===== src/rtl/menu_screen_ctrl_pkg.sv =====
`default_nettype none
// ============================================================================
// Module      : menu_pkg
// Description : Shared types and constants for the menu/screen sequencer:
//               FSM state encoding, image select encoding, keyboard
//               keycodes and the full-brightness fade level.
// Revision    : 1.0 - initial release
// ============================================================================
package menu_pkg;

    typedef enum logic [2:0] {
        TITLE    = 3'd0,
        MENU     = 3'd1,
        FADE_OUT = 3'd2,
        FADE_IN  = 3'd3,
        GAME     = 3'd4,
        OVER     = 3'd5
    } state_e;

    typedef enum logic [1:0] {
        SCR_TITLE = 2'd0,
        SCR_MENU  = 2'd1,
        SCR_GAME  = 2'd2,
        SCR_OVER  = 2'd3
    } screen_e;

    localparam logic [7:0] KEY_ENTER = 8'h28;
    localparam logic [7:0] KEY_UP    = 8'h52;
    localparam logic [7:0] KEY_DOWN  = 8'h51;
    localparam logic [3:0] FADE_MAX  = 4'd15;

    // Image shown for a steady state; fade states have no image of their own.
    function automatic screen_e screen_of(input state_e s);
        case (s)
            MENU:    return SCR_MENU;
            GAME:    return SCR_GAME;
            OVER:    return SCR_OVER;
            default: return SCR_TITLE;
        endcase
    endfunction

endpackage : menu_pkg
`default_nettype wire


===== src/rtl/menu_screen_ctrl_if.sv =====
`default_nettype none
// ============================================================================
// Module      : menu_screen_ctrl_if
// Description : Keyboard / game-logic inputs and screen-control outputs of
//               the menu sequencer. master = surrounding top level,
//               slave = menu_screen_ctrl.
// Revision    : 1.0 - initial release
// ============================================================================
interface menu_screen_ctrl_if #(
    parameter int NUM_ITEMS = 3
) ();
    localparam int CUR_W = (NUM_ITEMS > 1) ? $clog2(NUM_ITEMS) : 1;

    logic             frame_sync;
    logic             key_valid;
    logic [7:0]       keycode;
    logic             game_over;
    logic [1:0]       screen_sel;
    logic [3:0]       fade_level;
    logic [CUR_W-1:0] cursor_idx;
    logic             game_start;
    logic             in_game;

    modport master (
        output frame_sync, key_valid, keycode, game_over,
        input  screen_sel, fade_level, cursor_idx, game_start, in_game
    );

    modport slave (
        input  frame_sync, key_valid, keycode, game_over,
        output screen_sel, fade_level, cursor_idx, game_start, in_game
    );
endinterface : menu_screen_ctrl_if
`default_nettype wire


===== src/rtl/menu_screen_ctrl_fade_timer.sv =====
`default_nettype none
// ============================================================================
// Module      : menu_fade_timer
// Description : Counts frame_sync pulses and emits a one-cycle step strobe on
//               every FADE_FRAMES-th pulse. Synchronous clear restarts the
//               count (a frame_sync in the clear cycle is not counted).
//               Only instantiated when MENU_FADE_EN is defined.
// Revision    : 1.0 - initial release
// ============================================================================
module menu_fade_timer #(
    parameter int FADE_FRAMES = 2
) (
    input  logic vga_clk,
    input  logic reset_n,
    input  logic clear,
    input  logic frame_sync,
    output logic step
);
    localparam int CNT_W = (FADE_FRAMES > 1) ? $clog2(FADE_FRAMES) : 1;
    localparam logic [CNT_W-1:0] CNT_LAST = CNT_W'(FADE_FRAMES - 1);

    logic [CNT_W-1:0] count;

    assign step = frame_sync & ~clear & (count == CNT_LAST);

    // Frame pulse counter, wrapping after FADE_FRAMES pulses.
    always_ff @(posedge vga_clk or negedge reset_n) begin
        if (!reset_n) begin
            count <= '0;
        end else if (clear) begin
            count <= '0;
        end else if (frame_sync) begin
            count <= (count == CNT_LAST) ? '0 : count + CNT_W'(1);
        end
    end
endmodule : menu_fade_timer
`default_nettype wire


===== src/rtl/menu_screen_ctrl.sv =====
`default_nettype none
// ============================================================================
// Module      : menu_screen_ctrl
// Description : Screen sequencer: decodes key presses, walks the
//               title -> menu -> game -> game-over flow, selects the
//               full-screen image and drives the palette fade level.
//               Build option MENU_FADE_EN: when defined, screen changes fade
//               out/in one level per FADE_FRAMES frames; when undefined the
//               change happens at the next frame_sync and fade_level is 15.
// Revision    : 1.0 - initial release
// ============================================================================
module menu_screen_ctrl
    import menu_pkg::*;
#(
    parameter int NUM_ITEMS   = 3,
    parameter int FADE_FRAMES = 2
) (
    input  logic              vga_clk,
    input  logic              reset_n,
    menu_screen_ctrl_if.slave bus
);
    localparam int CUR_W = (NUM_ITEMS > 1) ? $clog2(NUM_ITEMS) : 1;
    localparam logic [CUR_W-1:0] LAST_ITEM = CUR_W'(NUM_ITEMS - 1);

    state_e           state, state_next;
    state_e           target, target_next;
    logic [1:0]       screen_sel, screen_next;
    logic [CUR_W-1:0] cursor, cursor_next;
    logic             key_prev;
    logic             game_start, game_start_next;
    logic             in_game;
    logic [3:0]       fade_level;
    logic             key_evt, key_enter, key_up, key_down;

    // A key event is the rising edge of key_valid; holding never repeats.
    assign key_evt   = bus.key_valid & ~key_prev;
    assign key_enter = key_evt & (bus.keycode == KEY_ENTER);
    assign key_up    = key_evt & (bus.keycode == KEY_UP);
    assign key_down  = key_evt & (bus.keycode == KEY_DOWN);

`ifdef MENU_FADE_EN
    logic       fade_step;
    logic       fade_clear;
    logic [3:0] fade_next;

    menu_fade_timer #(
        .FADE_FRAMES (FADE_FRAMES)
    ) u_fade_timer (
        .vga_clk    (vga_clk),
        .reset_n    (reset_n),
        .clear      (fade_clear),
        .frame_sync (bus.frame_sync),
        .step       (fade_step)
    );

    // Palette fade level register.
    always_ff @(posedge vga_clk or negedge reset_n) begin
        if (!reset_n) begin
            fade_level <= FADE_MAX;
        end else begin
            fade_level <= fade_next;
        end
    end
`else
    assign fade_level = FADE_MAX;
`endif

    // State and output registers.
    always_ff @(posedge vga_clk or negedge reset_n) begin
        if (!reset_n) begin
            state      <= TITLE;
            target     <= TITLE;
            screen_sel <= SCR_TITLE;
            cursor     <= '0;
            key_prev   <= 1'b0;
            game_start <= 1'b0;
            in_game    <= 1'b0;
        end else begin
            state      <= state_next;
            target     <= target_next;
            screen_sel <= screen_next;
            cursor     <= cursor_next;
            key_prev   <= bus.key_valid;
            game_start <= game_start_next;
            in_game    <= (state == GAME);
        end
    end

    // Next-state, cursor, image select and fade decisions.
    always_comb begin
        state_next  = state;
        target_next = target;
        screen_next = screen_sel;
        cursor_next = cursor;
`ifdef MENU_FADE_EN
        fade_next   = fade_level;
        fade_clear  = 1'b0;
`endif
        case (state)
            TITLE: begin
                if (key_enter) begin
                    state_next  = MENU;
                    cursor_next = '0;
                end
            end
            MENU: begin
                if (key_up) begin
                    cursor_next = (cursor == '0) ? LAST_ITEM : cursor - CUR_W'(1);
                end else if (key_down) begin
                    cursor_next = (cursor == LAST_ITEM) ? '0 : cursor + CUR_W'(1);
                end else if (key_enter) begin
                    if (cursor == '0) begin
                        target_next = GAME;
                        state_next  = FADE_OUT;
                    end else if (cursor == LAST_ITEM) begin
                        target_next = TITLE;
                        state_next  = FADE_OUT;
                    end
                end
            end
            GAME: begin
                if (bus.game_over) begin
                    target_next = OVER;
                    state_next  = FADE_OUT;
                end
            end
            OVER: begin
                if (key_enter) begin
                    state_next = TITLE;
                end
            end
            FADE_OUT: begin
`ifdef MENU_FADE_EN
                if (fade_step) begin
                    if (fade_level != 4'd0) begin
                        fade_next = fade_level - 4'd1;
                    end
                    // Swap the image while the screen is fully dark.
                    if (fade_level <= 4'd1) begin
                        screen_next = screen_of(target);
                        state_next  = FADE_IN;
                    end
                end
`else
                // Without fades this state only waits for the frame boundary.
                if (bus.frame_sync) begin
                    screen_next = screen_of(target);
                    state_next  = target;
                end
`endif
            end
            FADE_IN: begin
`ifdef MENU_FADE_EN
                if (fade_step) begin
                    if (fade_level != FADE_MAX) begin
                        fade_next = fade_level + 4'd1;
                    end
                    if (fade_level >= FADE_MAX - 4'd1) begin
                        state_next = target;
                    end
                end
`else
                state_next = target;
`endif
            end
            default: begin
                state_next = TITLE;
            end
        endcase

        // Steady screens refresh the image only at a frame boundary so a
        // change never tears mid-frame.
        if (bus.frame_sync && (state == TITLE || state == MENU ||
                               state == GAME  || state == OVER)) begin
            screen_next = screen_of(state);
        end

        game_start_next = (state_next == GAME) && (state != GAME);
`ifdef MENU_FADE_EN
        fade_clear = (state_next != state) &&
                     (state_next == FADE_OUT || state_next == FADE_IN);
`endif
    end

    assign bus.screen_sel = screen_sel;
    assign bus.fade_level = fade_level;
    assign bus.cursor_idx = cursor;
    assign bus.game_start = game_start;
    assign bus.in_game    = in_game;

endmodule : menu_screen_ctrl
`default_nettype wire

===== src/flat_wrapper.sv =====
// flat-port wrapper written by rule: the top's interface ports become plain ports
module menu_screen_ctrl_flat import menu_pkg::*;
#(
    parameter int NUM_ITEMS   = 3,
    parameter int FADE_FRAMES = 2
)
  (vga_clk, reset_n, bus_frame_sync, bus_key_valid, bus_keycode, bus_game_over, bus_screen_sel, bus_fade_level, bus_cursor_idx, bus_game_start, bus_in_game);
  menu_screen_ctrl_if #(.NUM_ITEMS(NUM_ITEMS)) bus_i ();
  input  logic vga_clk;
  input  logic reset_n;
  input wire logic [$bits(bus_i.frame_sync)-1:0] bus_frame_sync;
  input wire logic [$bits(bus_i.key_valid)-1:0] bus_key_valid;
  input wire logic [$bits(bus_i.keycode)-1:0] bus_keycode;
  input wire logic [$bits(bus_i.game_over)-1:0] bus_game_over;
  output wire logic [$bits(bus_i.screen_sel)-1:0] bus_screen_sel;
  output wire logic [$bits(bus_i.fade_level)-1:0] bus_fade_level;
  output wire logic [$bits(bus_i.cursor_idx)-1:0] bus_cursor_idx;
  output wire logic [$bits(bus_i.game_start)-1:0] bus_game_start;
  output wire logic [$bits(bus_i.in_game)-1:0] bus_in_game;
  assign bus_i.frame_sync = bus_frame_sync;
  assign bus_i.key_valid = bus_key_valid;
  assign bus_i.keycode = bus_keycode;
  assign bus_i.game_over = bus_game_over;
  assign bus_screen_sel = bus_i.screen_sel;
  assign bus_fade_level = bus_i.fade_level;
  assign bus_cursor_idx = bus_i.cursor_idx;
  assign bus_game_start = bus_i.game_start;
  assign bus_in_game = bus_i.in_game;
  menu_screen_ctrl #(.NUM_ITEMS(NUM_ITEMS), .FADE_FRAMES(FADE_FRAMES)) u_core (.vga_clk(vga_clk), .reset_n(reset_n), .bus(bus_i));
endmodule

===== config.mk =====
export PLATFORM = sky130hd
export DESIGN_NAME = menu_screen_ctrl_flat
export DESIGN_NICKNAME = d
export VERILOG_FILES = /design/src/rtl/menu_screen_ctrl_pkg.sv /design/src/rtl/menu_screen_ctrl_if.sv /design/src/rtl/menu_screen_ctrl_fade_timer.sv /design/src/rtl/menu_screen_ctrl.sv /design/src/flat_wrapper.sv
export SDC_FILE = /design/constraint.sdc
export NUM_CORES = 1
export LEC_CHECK = 0
export ABC_AREA = 0
export CORE_UTILIZATION = 41
export DETAILED_ROUTE_END_ITERATION = 10
export PLACE_DENSITY = 0.79
export SLEW_MARGIN = 5
export SYNTH_ARGS = -nofsm -noshare
export SYNTH_HDL_FRONTEND = slang
export SYNTH_SLANG_ARGS = --single-unit

===== constraint.sdc =====
create_clock -name vga_clk -period 4.3 [get_ports vga_clk]
set_clock_uncertainty 0.1 [all_clocks]
set_input_delay 1.29 -clock vga_clk [delete_from_list [all_inputs] [get_ports vga_clk]]
set_output_delay 1.29 -clock vga_clk [all_outputs]
set_load 0.05 [all_outputs]

==> metrics list <==
- The later pin in the worst-skew pair is clocked with a latency of between 0.2 and 0.3 ns.
- The worst setup path is launched from a flop.
- Setup violations remaining at the end of the flow were counted as 0.
- Dividing total power by cell area gives a power density of 339.7 nW/um^2.
- Hold Vio Cnt, Final: 0
- Summing over every cut layer, the via total after detailed routing is 650.
* Wire length of the first global-routing pass: roughly 2400 um
- The die is around 45 um tall.
* Final net count: around 120
* Syn. warnings: 0
- The die is 45.32 um wide.
* Fraction of layout cells with a size suffix above 1: between 10% and 20%
- DP HPWL: 1154 um
- Global-route usage over all layers: between 15 and 20%
- The initial antenna violation count came to 0.
* Shortest clock period the worst path allows after layout: ~2.9 ns
* Worst path slowest cell: sky130_fd_sc_hd__clkdlybuf4s50_1
* Critical Path, Cell by Cell: clkdlybuf4s50_1
* Status: complete, no violations
- In this run the post-CTS setup repair buffer count came out at 0.
- Counting along the longest clock path gives a buffer depth of 2.
* Clock-pin slew of the registers on the worst-case setup and hold paths: 0.08 ns
- After clock tree synthesis, the flow added hold-fix buffers numbering 0.
- Met1 routing resource usage after global routing: between 10% and 20%
* F_max: around 340 MHz
- Across the VDD grid, the largest voltage drop is between 0.15 and 0.2 mV.
* Number of DRC markers after the initial detailed-route iteration: 5
- Wires add up to about 1500 um.
- Antenna Diode Count: 0
- The first detailed-routing pass ran for 4 iterations.
- Mean cell area of the mapped netlist: 9.500 sq um
* Buf+Inv Stages, Crit Path: 1
- Setup total negative slack on the finished layout was measured at 0 ns.
- Setup repair after global routing left no endpoint under its margin.
* Clock tree from TritonCTS: built
- Across all register-to-register paths, the minimum setup slack is between 2 and 3 ns.
* Drt via density: between 5 and 6
- Dividing the detail-routed wire length by the instance count gives ~12 um.
- Largest delay contributor family on the critical path: buffers and inverters
* DRC violations left: 0
- Cell total after placement: around 120
* Clock sinks: 12
- Slew headroom: between 60% and 70%
- Buffers on Ports: 18
- Leakage: roughly 0.41 nW
- In this run, post-CTS repair resized a total of 0 instances.
- The synthesized netlist occupies a cell area of 769.5 sq um.
* Global routing usage on met3: 2.400%
* Number of distinct library cells after synthesis: 34
- Max Cap Viol: 0
- Once detail routing completed, the nets flagged for antenna violations numbered 0.
- The worst setup path is captured at a primary output.
- Number of CTS-inserted buffers: 3
- Die Footprint: roughly 2100 sq um
* Met2 track demand over resource: 28.12%
- The cell count after synthesis came out at 81.
- Placeable core region: between 1500 and 2000 sq um
- Setup slack closes at roughly 1.4 ns.
- Before CTS, the worst setup slack after placement is 1.335 ns.
* Total gr overflow: 0
- Count of H-tree levels built during CTS: 1
- At the pin with the least slew margin, the transition time is 0.5509 ns.
- Register bit total from synthesis: 12
- The finished layout holds roughly 130 standard cells, fillers aside.
- The count of pins over their slew limit was 0.
* Min-delay worst type: reg -> reg
* Share of the yosys chip area belonging to registers: 39.02%
- The largest single stage delay on the critical path is 0.83 ns.
- Max Fanout on Critical Path: 6
- Vias in the first global route: 572
* Routability Congestion: between 0.7 and 0.8
- FP Rows: 15
- CP Data Required Time: 2.91 ns
- CTS placed an instance of sky130_fd_sc_hd__clkbuf_4 at the clock tree root.
- Crit path arrival time: around 1.6 ns
- The layer flagged by global routing as most heavily used is met2.
- For this configuration, the core starts out at a cell density of ~44%.
- Entering global routing, the biggest net connects 13 pins.
- The filler cells instantiated in the layout total between 150 and 200.
- The critical path is of the reg -> out type.
- Compared with the post-synthesis result, the final layout area differs by 28.78%.
- During I/O placement, the number of pins put on the boundary was 23.
- Of the available clock period, the critical path in the final layout requires 68.45%.
-- cell usage after synthesis --
master                      instances  area, sq um
sky130_fd_sc_hd__a21boi_1           1        7.510
sky130_fd_sc_hd__a21oi_1            4        20.02
sky130_fd_sc_hd__a221o_1            1        10.01
sky130_fd_sc_hd__a22o_1             1        8.760
sky130_fd_sc_hd__a2bb2oi_1          1        8.760
sky130_fd_sc_hd__a31o_2             1        8.760
sky130_fd_sc_hd__a31oi_1            1        6.260
sky130_fd_sc_hd__and3_2             1        7.510
sky130_fd_sc_hd__and3b_1            1        8.760
sky130_fd_sc_hd__and4_4             1        11.26
sky130_fd_sc_hd__buf_4              4        30.03
sky130_fd_sc_hd__clkbuf_1           2        7.510
sky130_fd_sc_hd__conb_1             1        3.750
sky130_fd_sc_hd__dfrtp_1           12        300.3
sky130_fd_sc_hd__ha_1               5        62.56
sky130_fd_sc_hd__inv_1              3        11.26
sky130_fd_sc_hd__mux2_2             1        11.26
sky130_fd_sc_hd__mux2i_1            2        20.02
sky130_fd_sc_hd__nand2_1            5        18.77
sky130_fd_sc_hd__nand2b_1           1        6.260
sky130_fd_sc_hd__nand3_1            2        10.01
sky130_fd_sc_hd__nand4_1            2        12.51
sky130_fd_sc_hd__nor2_1             8        30.03
sky130_fd_sc_hd__nor2b_1            2        12.51
sky130_fd_sc_hd__nor3_1             2        10.01
sky130_fd_sc_hd__nor3b_1            1        7.510
sky130_fd_sc_hd__nor4b_2            1        15.01
sky130_fd_sc_hd__nor4b_4            1        23.77
sky130_fd_sc_hd__nor4bb_1           1        10.01
sky130_fd_sc_hd__o211ai_1           1        7.510
sky130_fd_sc_hd__o21ai_0            8        40.04
sky130_fd_sc_hd__o21ai_1            1        5.000
sky130_fd_sc_hd__o31ai_1            1        7.510
sky130_fd_sc_hd__xor2_1             1        8.760
-- placed cells by master, fill, tap and decap left out, drive strengths merged --
cell type      synthesis  layout
nand3                  2       2
nor2b                  2       2
nor2                   8       8
nor4b                  2       2
a22o                   1       1
nand2                  5       5
o31ai                  1       1
and3                   1       1
and4                   1       1
mux2i                  2       2
a221o                  1       1
nand4                  2       2
conb                   1       4
o21ai                  9       9
xor2                   1       1
a2bb2oi                1       1
nor3b                  1       1
a31oi                  1       1
inv                    3       3
o211ai                 1       1
and3b                  1       1
nor3                   2       2
ha                     5       5
a21boi                 1       1
mux2                   1       1
nor4bb                 1       1
clkdlybuf4s50          0      18
a31o                   1       1
nand2b                 1       1
dfrtp                 12      12
clkbuf                 2       4
a21oi                  4       4
-- report_power, final --
| group | leakage [nW] | internal, mW | total [mW] | switching [mW] |
|---|---|---|---|---|
| sequential | 0.156 | 0.127 | 0.148 | 0.0217 |
| combinational | 0.229 | 0.0436 | 0.0963 | 0.0527 |
| clock | 0.0210 | 0.0515 | 0.0919 | 0.0403 |
-- layer usage --
metal / share of wire, % / vias to the layer above / routed length (um)
met5: 0 / - / 0
met4: 3.1 / 0 / 46
met3: 4.7 / 4 / 71
met2: 49 / 22 / 737
met1: 43 / 304 / 650
li1: - / 320 / -
-- kinds of logic after synthesis --
family / after synthesis / share of synthesized area [%]
XOR/XNOR: 1 / 1.138
flip-flops: 12 / 39.02
adder cells (fa/ha/maj): 5 / 8.130
multiplexers: 3 / 4.065
AO/OA/AOI/OAI: 21 / 16.91
other: 1 / 0.4873
AND/OR/NAND/NOR: 29 / 23.90
buffers and inverters: 9 / 6.342
-- state kept, by name, indices dropped and copies added, names as in the netlist --
name,cells
u_core.bus.cursor_idx,2
u_core.bus.game_start,1
u_core.bus.in_game,1
u_core.bus.screen_sel,2
u_core.key_prev,1
u_core.state,3
u_core.target,2
-- final cells by class --
class | count | area, sq um | share of cell area [%]
flip-flops and latches | 12 | 300.3 | 30.30
well taps | 25 | 31.28 | 3.157
inverters | 3 | 11.26 | 1.136
repair buffers | 18 | 180.2 | 18.18
multi-input cells | 63 | 431.7 | 43.56
clock buffers | 4 | 36.28 | 3.662
-- path summary, 6_finish.rpt --
kind / start / endpoint / depth (start not counted)
min: u_core.target[0] / u_core.bus.game_start / 1
max reg2reg: u_core.state[0] / u_core.target[2] / 4
max: u_core.bus.cursor_idx[0] / bus_cursor_idx[0] / 1
max in group asynchronous: reset_n / u_core.target[2] / 1
min in group asynchronous: reset_n / u_core.bus.screen_sel[1] / 1
min reg2reg: u_core.target[0] / u_core.bus.game_start / 1
-- stage by stage --
stage | power (mW) | hold WS, ns | cell area, sq um | util [%]
6_report | 0.3366 | 0.4135 | 991.0 | 56.77
5_1_grt | 0.3557 | 0.4231 | 991.0 | 56.77
4_1_cts | 0.3407 | 0.4045 | 991.0 | 56.77
3_5_place_dp | 0.2474 | 0.3947 | 954.7 | 54.70
3_3_place_gp | 0.2447 | 0.3941 | 954.7 | 54.70
2_1_floorplan | 0.2155 | 0.3389 | 780.7 | -
(Power assumes the default switching activity.)
